### src/rtl/tmr_vote_controller.sv
// rtl/tmr_vote_controller.sv - 2-of-3 majority vote sequencer for three replica channels
// Collects one word per channel, votes or times out to a partial decision, holds result until accepted.
module tmr_vote_controller #(
  parameter int WIDTH    = 8,
  parameter int TIMEOUT  = 15,
  parameter int ERRCNT_W = 8
) (
  input  logic                clock,
  input  logic                reset,
  input  logic [2:0]          in_valid,
  output logic [2:0]          in_ready,
  input  logic [WIDTH-1:0]    in_data_a,
  input  logic [WIDTH-1:0]    in_data_b,
  input  logic [WIDTH-1:0]    in_data_c,
  output logic                out_valid,
  input  logic                out_ready,
  output logic [WIDTH-1:0]    out_data,
  output logic                mismatch,
  output logic                degraded,
  output logic                fail,
  output logic [ERRCNT_W-1:0] err_count
);

  localparam int TW = $clog2(TIMEOUT + 1);

  typedef enum logic [1:0] {S_COLLECT, S_VOTE, S_OUTPUT} state_t;

  state_t              state_q, state_d;
  logic [2:0]          got_q, got_d;
  logic [TW-1:0]       timer_q, timer_d;
  logic [WIDTH-1:0]    a_q, a_d, b_q, b_d, c_q, c_d;
  logic [WIDTH-1:0]    out_data_q, out_data_d;
  logic                mismatch_q, mismatch_d;
  logic                degraded_q, degraded_d;
  logic                fail_q, fail_d;
  logic [ERRCNT_W-1:0] err_q, err_d;

  logic [2:0]          ready_c;
  logic [2:0]          cap;
  logic [WIDTH-1:0]    maj;
  logic                pair_ok;
  logic [WIDTH-1:0]    pair_word;

  assign maj = (a_q & b_q) | (b_q & c_q) | (a_q & c_q);

  // Exactly two captured channels that agree give a degraded result.
  always_comb begin
    pair_ok   = 1'b0;
    pair_word = '0;
    case (got_q)
      3'b011:  begin pair_ok = (a_q == b_q); pair_word = a_q; end
      3'b101:  begin pair_ok = (a_q == c_q); pair_word = a_q; end
      3'b110:  begin pair_ok = (b_q == c_q); pair_word = b_q; end
      default: begin pair_ok = 1'b0;         pair_word = '0;  end
    endcase
  end

  always_comb begin
    state_d    = state_q;
    got_d      = got_q;
    timer_d    = timer_q;
    a_d        = a_q;
    b_d        = b_q;
    c_d        = c_q;
    out_data_d = out_data_q;
    mismatch_d = mismatch_q;
    degraded_d = degraded_q;
    fail_d     = fail_q;
    err_d      = err_q;
    ready_c    = 3'b000;
    cap        = 3'b000;

    case (state_q)
      S_COLLECT: begin
        ready_c = ~got_q;
        cap     = in_valid & ~got_q;
        if (cap[0]) a_d = in_data_a;
        if (cap[1]) b_d = in_data_b;
        if (cap[2]) c_d = in_data_c;
        got_d = got_q | cap;
        if (got_q != 3'b000) timer_d = timer_q + TW'(1);
        else                 timer_d = '0;
        // The timeout edge lands exactly TIMEOUT edges after the first capture.
        if (got_d == 3'b111 || (got_q != 3'b000 && timer_d == TW'(TIMEOUT)))
          state_d = S_VOTE;
      end
      S_VOTE: begin
        mismatch_d = 1'b0;
        degraded_d = 1'b0;
        fail_d     = 1'b0;
        if (got_q == 3'b111) begin
          out_data_d = maj;
          mismatch_d = (a_q != maj) || (b_q != maj) || (c_q != maj);
        end else if (pair_ok) begin
          out_data_d = pair_word;
          degraded_d = 1'b1;
        end else begin
          out_data_d = '0;
          fail_d     = 1'b1;
        end
        if ((mismatch_d || degraded_d || fail_d) && (err_q != {ERRCNT_W{1'b1}}))
          err_d = err_q + ERRCNT_W'(1);
        state_d = S_OUTPUT;
      end
      S_OUTPUT: begin
        if (out_ready) begin
          mismatch_d = 1'b0;
          degraded_d = 1'b0;
          fail_d     = 1'b0;
          got_d      = 3'b000;
          timer_d    = '0;
          state_d    = S_COLLECT;
        end
      end
      default: state_d = S_COLLECT;
    endcase
  end

  always_ff @(posedge clock or posedge reset) begin
    if (reset) begin
      state_q    <= S_COLLECT;
      got_q      <= 3'b000;
      timer_q    <= '0;
      a_q        <= '0;
      b_q        <= '0;
      c_q        <= '0;
      out_data_q <= '0;
      mismatch_q <= 1'b0;
      degraded_q <= 1'b0;
      fail_q     <= 1'b0;
      err_q      <= '0;
    end else begin
      state_q    <= state_d;
      got_q      <= got_d;
      timer_q    <= timer_d;
      a_q        <= a_d;
      b_q        <= b_d;
      c_q        <= c_d;
      out_data_q <= out_data_d;
      mismatch_q <= mismatch_d;
      degraded_q <= degraded_d;
      fail_q     <= fail_d;
      err_q      <= err_d;
    end
  end

  // No channel is offered ready while reset is held.
  assign in_ready  = reset ? 3'b000 : ready_c;
  assign out_valid = (state_q == S_OUTPUT);
  assign out_data  = out_data_q;
  assign mismatch  = mismatch_q;
  assign degraded  = degraded_q;
  assign fail      = fail_q;
  assign err_count = err_q;

endmodule

### config.mk
export PLATFORM = sky130hd
export DESIGN_NAME = tmr_vote_controller
export DESIGN_NICKNAME = d
export VERILOG_FILES = /design/src/rtl/tmr_vote_controller.sv
export SDC_FILE = /design/constraint.sdc
export NUM_CORES = 1
export LEC_CHECK = 0
export CAP_MARGIN = 20
export CORE_MARGIN = 5
export CORE_UTILIZATION = 55
export CTS_BUF_LIST = sky130_fd_sc_hd__clkbuf_4 sky130_fd_sc_hd__clkbuf_8
export DETAILED_ROUTE_END_ITERATION = 8
export GPL_TIMING_DRIVEN = 0
export PLACE_DENSITY = 0.86
export SLEW_MARGIN = 30
export SYNTH_ARGS = -nofsm -noshare
export SYNTH_HDL_FRONTEND = slang
export SYNTH_SLANG_ARGS = --single-unit
export TNS_END_PERCENT = 100
### constraint.sdc
create_clock -name clock -period 2.9 [get_ports clock]
set_clock_uncertainty 0.15 [all_clocks]
set_input_delay 0.29 -clock clock [delete_from_list [all_inputs] [get_ports clock]]
set_output_delay 0.29 -clock clock [all_outputs]
set_load 0.01 [all_outputs]
==> metrics.txt <==
status finished clean; Avg Inst Size Synth 9.54 sq um; FP Rows 27; effective utilization at floorplan 0.570; CP startpoint a_q[0]; first-pass GRT wire length 12.6 mm; final instance area 3900 sq um; Critical Path Source Type register; Design Power 4.48 mW; grt peak-use layer met2; placed insts 455; worst reg2reg path depth 7; first-pass detailed-route iteration total 5; flops & latches, synth 52; reg-to-reg startpoint a_q[0]; initial antenna violation count 0; Layout Cells excl Fill 463; Layout Utilization 0.704; fraction of layout cells with a size suffix above 1 0.118; Synth area leaders dfrtp_1 (41%), mux2_2 (6.8%), o21ai_0 (4.4%); Final setup violation count 0; R2R Setup Slk 300 ps; crit share post-route 0.897; CP Class reg -> reg; RSZ-0062 raised after global routing false; Post-DP HPWL 5.80 mm; Worst-path clk slew 100 ps; Lkg Pwr 1.62 nW; Crit-path slowest cell dfrtp_1; Die W 85.8 um; CTS Hold Bufs 0; Sum Neg Setup Slack 0 ps; CTS tree built; Clk Latency, worst-skew pair 310 ps; Via density 5.99; htree depth 2; slowest stage delay, CP 480 ps; grt met1 use 0.290; Layout fillers 446; final wirelength 7.79 mm; area delta synth->final 23.5%; Die Y 85.8 um; Crit path arrival time 2650 ps; Seq/Total Area, Yosys 0.412; critical path fanouts, max 7; worst hold path class in -> async; Synth Instances 331; Clock Root Buffer clkbuf_8; fmax 385 MHz; GRT overflow 0; Post-layout nets 430; PwrDens 1150 nW/um^2; setup repair bufs after CTS 0; Synth Cell Area 3160 sq um; crit path capture type register; WL per Instance 16.8 um; Slew HR 0.514; Top FF cell, synth dfrtp_1; CP delay by family, top simple AND/OR/NAND/NOR gates; largest net degree at the start of global routing 54; Unique masters post-synth 58; Total GRT Usage 0.216; # DRC 0; Max-Cap Viols 0; CTS resizes 0; largest area contributor in the netlist dfrtp_1; crit-path cells ha_1, a211oi_1, o22ai_1, nor4_2, nand4_4, nand2_2, mux2_1; slew of the pin with the lowest slew margin 725 ps; Post-synth EDFFs 0; gpl congestion 0.955; worst path buffer plus inverter count 0; GR Layer Usage met3 0.0384; core area 5540 sq um; maximum vdd drop 566 uV; Synth top area share 0.412; Min Hold Slack 267 ps; vias in the first global route 2,597; Ports 53; Post-synth ARST share 1.00; Critical Path RT 2950 ps; Yosys warning total 0; Antenna Nets Post-Route 0; M2 GR Usage 0.356; CTS Buf Count 5; drt first-iter violations 288; setup ws final 300 ps; final hold vios 0; DP Worst Slack 304 ps; DIE AREA 7360 sq um; # port buffers 52; syn_nets 371; clk buf depth 2; Slew Viols, Final 0; end of the worst register-to-register path err_count[1]; Inserted Diodes 0; Vias 2,775; Sink Count 52; placed inst area 3790 sq um; final worst path period need 2600 ps
-- synth_stat cells, types with 2 or more instances --
cell type	n
dfrtp_1	52
nand2_1	32
o21ai_0	28
nor2_1	26
mux2_2	19
a21oi_1	15
xnor2_1	15
inv_1	13
clkbuf_1	12
o21a_1	11
ha_1	10
a22oi_1	7
and3_1	7
nand3_1	6
nor3_1	6
a221oi_1	5
nor4_1	5
o22ai_1	5
buf_2	4
nand4_1	4
and2_1	3
xor2_1	3
a21o_1	2
a221o_1	2
a22o_1	2
nor2b_1	2
nor4b_2	2
o211a_1	2
o221a_1	2
-- kinds of logic (layout without fill, tap and decap cells) --
group	Yosys count	in the layout	synth area share
DFF	52	52	0.412
buffers and inverters	31	91	0.0408
muxes	21	21	0.0745
and+or+nand+nor	103	103	0.170
xor gates and xnor gates	18	18	0.0499
adders and majority gates	10	10	0.0396
AOI/OAI and AO/OA	96	96	0.213
-- worst max path at each step --
stage	endpoint	cells past startpoint
3_5_place_dp	in_ready[2]	5
5_1_grt	in_ready[0]	5
6_report	err_count[1]	7
2_1_floorplan	err_count[1]	6
3_3_place_gp	in_ready[0]	5
4_1_cts	in_ready[2]	5
-- state kept, by name, summed over array words and instances, names as in the netlist --
name / count
timer_q: 4
mismatch: 1
state_q: 2
a_q: 8
got_q: 3
out_data: 8
c_q: 8
err_count: 8
degraded: 1
b_q: 8
fail: 1
-- report_power, final --
group	switching (mW)	internal, mW
clock network	0.242	0.266
logic	1.34	1.18
registers	0.397	1.06
-- final cells by class --
class / instances / area (sq um) / area share
flip-flops and latches: 52 / 1300 / 0.334
well taps: 72 / 90.1 / 0.0231
clock buffers: 6 / 76.3 / 0.0196
repair buffers: 52 / 520 / 0.133
plain buffers: 17 / 76.3 / 0.0196
clock inverters: 2 / 35.0 / 0.00898
multi-input cells: 248 / 1750 / 0.448
inverters: 14 / 55.1 / 0.0141
-- placed cells by master, fill, tap and decap left out, types with 2 or more instances in the layout --
cell type / n
dfrtp_1: 52
clkdlybuf4s50_1: 52
nand2_1: 32
o21ai_0: 28
nor2_1: 26
mux2_2: 19
a21oi_1: 15
xnor2_1: 15
clkbuf_1: 12
inv_1: 12
o21a_1: 11
ha_1: 10
and3_1: 7
a22oi_1: 7
nor3_1: 6
nand3_1: 6
o22ai_1: 5
nor4_1: 5
a221oi_1: 5
clkbuf_8: 5
buf_2: 4
nand4_1: 4
and2_1: 3
xor2_1: 3
nor4b_4: 2
o211a_1: 2
nor2b_1: 2
a21o_1: 2
o221a_1: 2
a22o_1: 2
a221o_1: 2
-- per-layer routing --
layer / part of all wire / vias up
li1: - / 1323
met1: 0.44 / 1320
met2: 0.47 / 121
met3: 0.078 / 11
met4: 0.016 / 0
met5: 0 / -
No activity file was read; power rests on OpenSTA's default activity.
